**src/rtl/div_clk_meter.sv**
```systemverilog
// div_clk_meter: measures period and high time of an asynchronous divided
// clock in sys_clk cycles, flags lock on EXP_N and times out on a stuck input.
//
// state | meaning
// ------+------------------------------------------------------------
// IDLE  | disabled; counters, match count, lock and timeout cleared
// SYNC  | waiting for the first rise; no measurement is reported
// MEAS  | counting; each rise closes one period and reports it
module div_clk_meter #(
    parameter int CNT_W    = 8,
    parameter int EXP_N    = 7,
    parameter int LOCK_CNT = 4,
    parameter int TIMEOUT  = 200
) (
    input  logic             sys_clk,
    input  logic             sys_rst_n,
    input  logic             clk_in,
    input  logic             enable,
    output logic [CNT_W-1:0] period,
    output logic [CNT_W-1:0] high_time,
    output logic             meas_valid,
    output logic             meas_err,
    output logic             locked,
    output logic             timeout
);

    typedef enum logic [1:0] {ST_IDLE, ST_SYNC, ST_MEAS} state_t;

    localparam logic [CNT_W-1:0] CNT_MAX = {CNT_W{1'b1}};
    localparam logic [CNT_W-1:0] EXP_V   = CNT_W'(EXP_N);
    localparam logic [CNT_W-1:0] TMO_V   = CNT_W'(TIMEOUT);
    localparam logic [3:0]       LOCK_V  = 4'(LOCK_CNT);

    state_t           state_q, state_d;
    logic             s1_q, s1_d, s2_q, s2_d, s3_q, s3_d;
    logic [CNT_W-1:0] p_cnt_q, p_cnt_d, h_cnt_q, h_cnt_d;
    logic             h_frz_q, h_frz_d;
    logic [3:0]       match_q, match_d;
    logic [CNT_W-1:0] period_q, period_d, high_time_q, high_time_d;
    logic             meas_valid_q, meas_valid_d, meas_err_q, meas_err_d;
    logic             locked_q, locked_d, timeout_q, timeout_d;

    logic             rise, fall, tmo_hit, per_ok;
    logic [3:0]       match_inc;

    function automatic logic [CNT_W-1:0] sat_inc(input logic [CNT_W-1:0] v);
        return (v == CNT_MAX) ? v : v + CNT_W'(1);
    endfunction

    assign rise      = s2_q & ~s3_q;
    assign fall      = ~s2_q & s3_q;
    // A rise in the threshold cycle takes priority, so it masks the timeout.
    assign tmo_hit   = ~rise & (p_cnt_q >= TMO_V);
    assign per_ok    = (p_cnt_q == EXP_V);
    assign match_inc = (match_q == LOCK_V) ? LOCK_V : match_q + 4'd1;

    // State, synchronizer and datapath registers.
    always_ff @(posedge sys_clk or negedge sys_rst_n) begin
        if (!sys_rst_n) begin
            state_q      <= ST_IDLE;
            s1_q         <= 1'b0;
            s2_q         <= 1'b0;
            s3_q         <= 1'b0;
            p_cnt_q      <= '0;
            h_cnt_q      <= '0;
            h_frz_q      <= 1'b0;
            match_q      <= 4'd0;
            period_q     <= '0;
            high_time_q  <= '0;
            meas_valid_q <= 1'b0;
            meas_err_q   <= 1'b0;
            locked_q     <= 1'b0;
            timeout_q    <= 1'b0;
        end else begin
            state_q      <= state_d;
            s1_q         <= s1_d;
            s2_q         <= s2_d;
            s3_q         <= s3_d;
            p_cnt_q      <= p_cnt_d;
            h_cnt_q      <= h_cnt_d;
            h_frz_q      <= h_frz_d;
            match_q      <= match_d;
            period_q     <= period_d;
            high_time_q  <= high_time_d;
            meas_valid_q <= meas_valid_d;
            meas_err_q   <= meas_err_d;
            locked_q     <= locked_d;
            timeout_q    <= timeout_d;
        end
    end

    // Next-state logic; dropping enable always wins over edges and timeout.
    always_comb begin
        state_d = state_q;
        if (!enable) begin
            state_d = ST_IDLE;
        end else begin
            case (state_q)
                ST_IDLE: state_d = ST_SYNC;
                ST_SYNC: if (rise) state_d = ST_MEAS;
                ST_MEAS: if (rise) state_d = ST_MEAS;
                         else if (tmo_hit) state_d = ST_SYNC;
                default: state_d = ST_IDLE;
            endcase
        end
    end

    // Counters, measurement outputs, lock and timeout.
    always_comb begin
        s1_d         = clk_in;
        s2_d         = s1_q;
        s3_d         = s2_q;
        p_cnt_d      = p_cnt_q;
        h_cnt_d      = h_cnt_q;
        h_frz_d      = h_frz_q;
        match_d      = match_q;
        period_d     = period_q;
        high_time_d  = high_time_q;
        meas_valid_d = 1'b0;
        meas_err_d   = 1'b0;
        locked_d     = locked_q;
        timeout_d    = timeout_q;
        if (!enable || state_q == ST_IDLE) begin
            p_cnt_d   = '0;
            h_cnt_d   = '0;
            h_frz_d   = 1'b0;
            match_d   = 4'd0;
            locked_d  = 1'b0;
            timeout_d = 1'b0;
        end else if (rise) begin
            // The first rise after SYNC only starts counting and clears timeout.
            p_cnt_d   = CNT_W'(1);
            h_cnt_d   = CNT_W'(1);
            h_frz_d   = 1'b0;
            timeout_d = 1'b0;
            if (state_q == ST_MEAS) begin
                period_d     = p_cnt_q;
                high_time_d  = h_cnt_q;
                meas_valid_d = 1'b1;
                meas_err_d   = ~per_ok;
                match_d      = per_ok ? match_inc : 4'd0;
                locked_d     = per_ok && (match_inc == LOCK_V);
            end
        end else if (tmo_hit) begin
            p_cnt_d   = '0;
            h_cnt_d   = '0;
            h_frz_d   = 1'b0;
            match_d   = 4'd0;
            locked_d  = 1'b0;
            timeout_d = 1'b1;
        end else begin
            p_cnt_d = sat_inc(p_cnt_q);
            // High time stops counting at the fall and stays frozen until the next rise.
            if (state_q == ST_MEAS && !(h_frz_q || fall)) h_cnt_d = sat_inc(h_cnt_q);
            if (fall) h_frz_d = 1'b1;
        end
    end

    assign period     = period_q;
    assign high_time  = high_time_q;
    assign meas_valid = meas_valid_q;
    assign meas_err   = meas_err_q;
    assign locked     = locked_q;
    assign timeout    = timeout_q;

endmodule

```
**config.mk**
```make
export PLATFORM = sky130hd
export DESIGN_NAME = div_clk_meter
export DESIGN_NICKNAME = d
export VERILOG_FILES = /design/src/rtl/div_clk_meter.sv
export SDC_FILE = /design/constraint.sdc
export NUM_CORES = 1
export LEC_CHECK = 0
export CAP_MARGIN = 30
export CORE_MARGIN = 5
export CORE_UTILIZATION = 50
export DETAILED_ROUTE_END_ITERATION = 12
export PLACE_DENSITY = 0.72
export SYNTH_ARGS = -nofsm -noshare
export SYNTH_HDL_FRONTEND = slang
export SYNTH_SLANG_ARGS = --single-unit
```
**constraint.sdc**
```tcl
create_clock -name sys_clk -period 3.6 [get_ports sys_clk]
set_input_delay 0.36 -clock sys_clk [delete_from_list [all_inputs] [get_ports sys_clk]]
set_output_delay 0.36 -clock sys_clk [all_outputs]
set_load 0.1 [all_outputs]
```
==> results.py, run 1 <==
metrics = {
    "critical_path": {
        "reg2reg_slack_ns": 1.21,
        "reg2reg_depth": 6,
        "timing.critical_path.from": "s3_q",
        "setup.worst_path.start_class": "register",
        "crit_arrival_ns": 2.63,
        "worst_r2r_endpoint": "match_q[3]",
        "crit_chain": "inv_1 > ha_1 > nand4b_1 > or4_4 > nor4_2 > a211o_1",
        "critical-path-max-stage-delay_ns": 0.69,
        "critPathSlowestCell": "or4_4",
        "r2r_start": "s3_q",
        "worstPathRequired_ns": 3.83,
        "critPathMaxFanout": 13,
        "endpoint": "match_q[3]",
        "cp-end-kind": "register",
        "worstSetupPathType": "reg2reg",
    },
    "routing": {
        "vias": 1563,
        "drc": 0,
        "drt_wl_total_um": 3928,
        "firstDrtPassIters": 4,
        "wire_per_inst_um": 13.32,
        "ant_nets": 0,
        "drtIter0Drc": 105,
        "viasPerCell": 5.298,
    },
    "timing": {
        "setup-tns-final_ns": 0,
        "rsz0062_at_grt": "false",
        "final.setup_skew_ns": 0.004907,
        "fmax_mhz": 418.2,
        "relSlewSlack": 0.3469,
        "hold_viol": 0,
        "min_period_over_period": 0.6643,
        "report.final.slew_viol_count": 0,
        "period_minus_slack_ns": 2.391,
        "max_slew.worst_pin.slew_ns": 0.9766,
        "setup_viol": 0,
    },
    "placement": {
        "port_buffers": 23,
        "dpl.hpwl_um": 2773,
        "globalplace.congestion": 0.7749,
    },
    "pwr": {
        "power.total_uw": 962.8,
        "p_sw_frac": 0.2249,
        "clockPowerShare": 0.387,
        "seq_power_share": 0.553,
        "internal_power_uw": 746.3,
        "powerDensity_nw_per_um2": 379.2,
        "leakage_uw": 0.001212,
        "p_comb_frac": 0.061,
        "power_switching_uw": 216.5,
        "vdd.ir_drop.worst_mv": 0.2499,
    },
    "logic_synthesis": {
        "yosysSeqAreaShare": 0.5380,
        "synth.most_common_cell": "nand2_1",
        "syn-cell-area_um2": 2140,
        "syn_nets": 230,
        "synth_top_area_frac": 0.5380,
        "async_reset_ff_frac": 1.000,
        "synth_top_area_cell": "dfrtp_1",
        "yosys_warnings": 0,
        "ys_ff_latch": 46,
        "syn_avg_cell_area_um2": 9.770,
        "synth_edf_count": 0,
        "ys.flop_type": "dfrtp_1",
        "synthCells": 219,
        "synthTopCellsByCount": "nand2_1, dfrtp_1, nor2_1",
        "netlist_top_cells_area": "dfrtp_1, nand2_1, ha_1",
        "synth.distinct_cells": 43,
    },
    "final_layout": {
        "n_antenna_cell": 0,
        "area_delta_synth_final_pct": 18.65,
        "layout-drive-gt1-share": 0.06939,
        "nNetsFinal": 255,
        "fillCellCount": 361,
    },
    "clocking": {
        "cts.path.max_buffers": 2,
        "cts_tree": "built",
        "clk_pin_slew_ns": 0.08,
        "htree_levels": 2,
        "cts_buffers": 5,
        "clk_latency_ns": 0.29,
        "cts.sinks": 46,
        "cts_root_buffer": "clkbuf_8",
    },
    "die": {
        "chipWidth_um": 75.42,
        "start_util": 0.5236,
        "die_h_um": 75.42,
        "ios": 24,
        "dieArea_um2": 5687,
        "row_count": 23,
        "core_area_um2": 4086,
    },
    "worst_hold_path": {
        "holdPathStages": 0,
        "min_from": "s1_q",
        "min_path_type": "reg2reg",
    },
    "global_route": {
        "track_usage": 0.1619,
        "antenna_found_initial": 0,
        "grt_pass1_wl_um": 7058,
        "grt_pass1_vias": 1474,
        "grt_max_degree": 33,
        "grt-ovfl-total": 0,
    },
    "status": {
        "status": "finished, final reports clean",
    },
    "run": {
        "cap_violations": 0,
    },
}
## critical path: cells and delay by family (launching register included)
| kind | cells | cell delay (ns) |
|---|---|---|
| fa+ha+maj | 1 | 0.32 |
| simple gates | 3 | 1.45 |
| flops | 1 | 0.38 |
| buf+inv | 1 | 0.05 |
| compound gates | 1 | 0.13 |
## per-layer routing
metal	vias to the layer above	track usage	routed length (um)
met5	-	0	0
li1	788	-	-
met4	0	0.04078	33
met2	29	0.2282	1671
met1	741	0.2470	2034
met3	5	0.04485	188
## flip-flops by register name, summed over array words and instances, names as in the netlist
signal,cells
meas_valid,1
h_frz_q,1
p_cnt_q,8
s3_q,1
high_time,8
match_q,4
s2_q,1
h_cnt_q,8
period,8
meas_err,1
timeout,1
locked,1
state_q,2
s1_q,1
## power by group through the flow
stage | combinational, uW | clock [uW] | sequential [uW]
floorplan | 25.2 | 0 | 551
global placement | 55.5 | 0 | 542
detailed placement | 58.6 | 0 | 543
CTS | 59.8 | 383 | 532
global route | 65.6 | 406 | 534
finish | 58.3 | 372 | 532
## final cells by class
class                      instances  area [um^2]  share of cell area
clock buffer                       5        68.82             0.02711
clock inverter                     3        40.04             0.01577
inverter                           9        33.78             0.01331
multi-input combinational        155        912.1              0.3593
sequential                        46         1151              0.4534
tap                               50        62.56             0.02464
timing repair buffer              27        270.3              0.1065
## kinds of logic after synthesis
group / Yosys count / share of synthesized area
XOR/XNOR: 9 / 0.03684
AO/OA/AOI/OAI: 32 / 0.1035
adder cells (fa/ha/maj): 7 / 0.04093
multiplexers: 2 / 0.009357
flip-flops: 46 / 0.5380
buffers and inverters: 18 / 0.03567
AND/OR/NAND/NOR: 105 / 0.2357
## worst min-delay path by stage
stage,end,slack [ns]
after floorplan,h_cnt_q[0],0.06
after global placement,s2_q,0.34
after detailed placement,s1_q,0.29
after CTS,s2_q,0.36
after global routing,s2_q,0.37
final,s2_q,0.36
## timing repair
item | 4_1_cts | 5_1_grt
gates resized for setup | 0 | 0
endpoints found under the hold margin | 14 | 0
setup buffers | 0 | 0
hold buffers | 1 | 0
## layout by cell type (no fill, tap or decap), drive strengths merged, types with 3 or more instances in the layout
cell / instances
a21oi: 5
and3: 3
buf: 4
clkbuf: 5
clkdlybuf4s50: 22
dfrtp: 46
ha: 7
inv: 9
nand2: 53
nand2b: 3
nand3: 8
nor2: 20
o211ai: 3
o21a: 3
o21ai: 7
o31ai: 3
or4: 4
xnor2: 3
xor2: 6
## stage by stage
step,utilization,setup WS [ns],instances,area (um^2),hold WS [ns]
2_1_floorplan,-,1.658,219,2140,0.06441
3_3_place_gp,0.5873,1.139,285,2400,0.3358
3_5_place_dp,0.5922,1.082,286,2420,0.2893
4_1_cts,0.6212,1.199,295,2539,0.3591
5_1_grt,0.6212,0.9050,295,2539,0.3737
6_report,0.6212,1.209,295,2539,0.3557
Power figures use the tool's default switching activity.
==> run 2, diff against run 1 <==
- PLACE_DENSITY: 0.72 -> 0.75
- clock period: 3.6 -> 2.2 ns (I/O delays scaled with it)
==> run 2 against run 1 <==
The run now ends with negative hold slack left; power is 80% higher; sequential power is 64% higher; clock skew is 0.0026 ns higher; sequential cell count stayed put; register-to-register slack worse by 0.95 ns; non-clock buffer count is 4 higher; worst setup slack worse by 0.95 ns.
==> results.py, run 2 (synthesized netlist as in run 1, its figures left out) <==
metrics = {
    "pwr": {
        "p_comb_frac": 0.055,
        "internal_power_uw": 1371,
        "p_sw_frac": 0.2083,
        "leakage_uw": 0.001282,
        "powerDensity_nw_per_um2": 682.4,
        "seq_power_share": 0.503,
        "vdd.ir_drop.worst_mv": 0.4257,
        "clockPowerShare": 0.441,
        "power_switching_uw": 360.8,
    },
    "critical_path": {
        "critPathSlowestCell": "or4_4",
        "reg2reg_depth": 4,
        "crit_arrival_ns": 2.18,
        "setup.worst_path.start_class": "register",
        "worstPathRequired_ns": 2.44,
        "crit_chain": "or4_4 > or4_4 > a31oi_1 > a32o_1",
        "worstSetupPathType": "reg2reg",
        "cp-end-kind": "register",
        "critPathMaxFanout": 8,
        "reg2reg_slack_ns": 0.26,
        "crit_top_cell": "or4_4",
        "r2r_start": "p_cnt_q[3]",
        "critical-path-max-stage-delay_ns": 0.58,
        "worst_r2r_endpoint": "locked",
    },
    "die": {
        "chipWidth_um": 75.42,
        "core_area_um2": 4086,
        "row_count": 23,
        "dieArea_um2": 5687,
        "ios": 24,
        "die_h_um": 75.42,
        "start_util": 0.5236,
    },
    "clocking": {
        "cts.sinks": 46,
        "htree_levels": 2,
        "cts_buffers": 5,
        "post_cts_buffers": 0,
        "cts_tree": "built",
        "cts.path.max_buffers": 2,
        "clk_latency_ns": 0.30,
        "cts_root_buffer": "clkbuf_8",
        "clk_pin_slew_ns": 0.09,
        "ctsResizeCount": 0,
        "postCtsHoldBufs": 0,
    },
    "global_route": {
        "grt-ovfl-total": 0,
        "track_usage": 0.1640,
        "antenna_found_initial": 0,
        "grt_max_degree": 47,
        "grt_pass1_vias": 1538,
        "grt_pass1_wl_um": 7058,
    },
    "placement": {
        "port_buffers": 23,
        "dpl.hpwl_um": 2807,
        "globalplace.congestion": 0.7867,
    },
    "routing": {
        "firstDrtPassIters": 6,
        "wire_per_inst_um": 13.56,
        "drc": 0,
        "drt_wl_total_um": 4055,
        "vias": 1577,
        "ant_nets": 0,
        "drtIter0Drc": 90,
        "viasPerCell": 5.274,
    },
    "timing": {
        "rsz0062_at_grt": "false",
        "fmax_mhz": 514.7,
        "setup_viol": 0,
        "period_minus_slack_ns": 1.943,
        "relSlewSlack": 0.6265,
        "report.final.slew_viol_count": 0,
        "hold_ws_ns": -0.004133,
        "max_slew.worst_pin.slew_ns": 0.5602,
        "hold_viol": 7,
        "final.setup_skew_ns": 0.007487,
        "min_period_over_period": 0.8832,
        "setup-tns-final_ns": 0,
    },
    "final_layout": {
        "final_common_cell": "nand2_1",
        "nNetsFinal": 259,
        "final_cell_mix": "nand2_1, dfrtp_1, buf_4",
        "n_antenna_cell": 0,
        "area_delta_synth_final_pct": 18.60,
        "layout-drive-gt1-share": 0.1687,
    },
    "run": {
        "cap_violations": 0,
    },
    "status": {
        "violations": "negative hold slack",
        "status": "finished with violations",
    },
    "worst_hold_path": {
        "min_path_type": "in2async",
    },
}
-- run 2: worst max-delay path: cells and delay by family (launching register included) --
| kind | cells | cell delay, ns |
|---|---|---|
| AND/OR/NAND/NOR | 2 | 1.02 |
| flip-flops | 1 | 0.47 |
| AO/OA/AOI/OAI | 2 | 0.40 |
-- run 2: area by class of cell --
type	count	area [um^2]
Multi-Input combinational cell	155	912.1
Timing Repair Buffer	31	235.2
Fill cell	343	1549
Tap cell	50	62.56
Inverter	9	33.78
Sequential cell	46	1151
Clock inverter	2	60.06
Clock buffer	6	82.58
-- run 2: worst max-delay path by stage --
stage	startpoint	to	slack (ns)	depth (start not counted)
global placement	p_cnt_q[3]	locked	0.32	4
floorplan	s3_q	match_q[3]	0.26	7
detailed placement	p_cnt_q[3]	locked	0.28	4
finish	p_cnt_q[3]	locked	0.26	4
global route	s2_q	h_cnt_q[7]	0.05	6
CTS	p_cnt_q[3]	locked	0.25	4
-- run 2: routing by layer --
metal  track usage  vias up  part of all wire
met4       0.06408        0             0.019
met1        0.2394      747              0.50
met2        0.2416       26              0.44
met3       0.03166        7             0.034
met5             0        -                 0
li1              -      797                 -
-- run 2: per-stage QoR --
step           instance area (um^2)  power, uW  worst slack, ns    util  cells
2_1_floorplan                  2140      942.2           0.2578       -    219
3_3_place_gp                   2395      983.3           0.3228  0.5860    291
3_5_place_dp                   2395      985.5           0.2798  0.5860    291
4_1_cts                        2537       1756           0.2543  0.6209    299
5_1_grt                        2537       1794          0.05158  0.6209    299
6_report                       2537       1732           0.2570  0.6209    299
-- run 2: power by group through the flow --
| stage | Clock (uW) | Sequential [uW] | Combinational (uW) |
|---|---|---|---|
| 2_1_floorplan | 0 | 901 | 41.3 |
| 3_3_place_gp | 0 | 887 | 96.3 |
| 3_5_place_dp | 0 | 888 | 97.4 |
| 4_1_cts | 787 | 871 | 97.9 |
| 5_1_grt | 812 | 874 | 108 |
| 6_report | 764 | 871 | 95.8 |
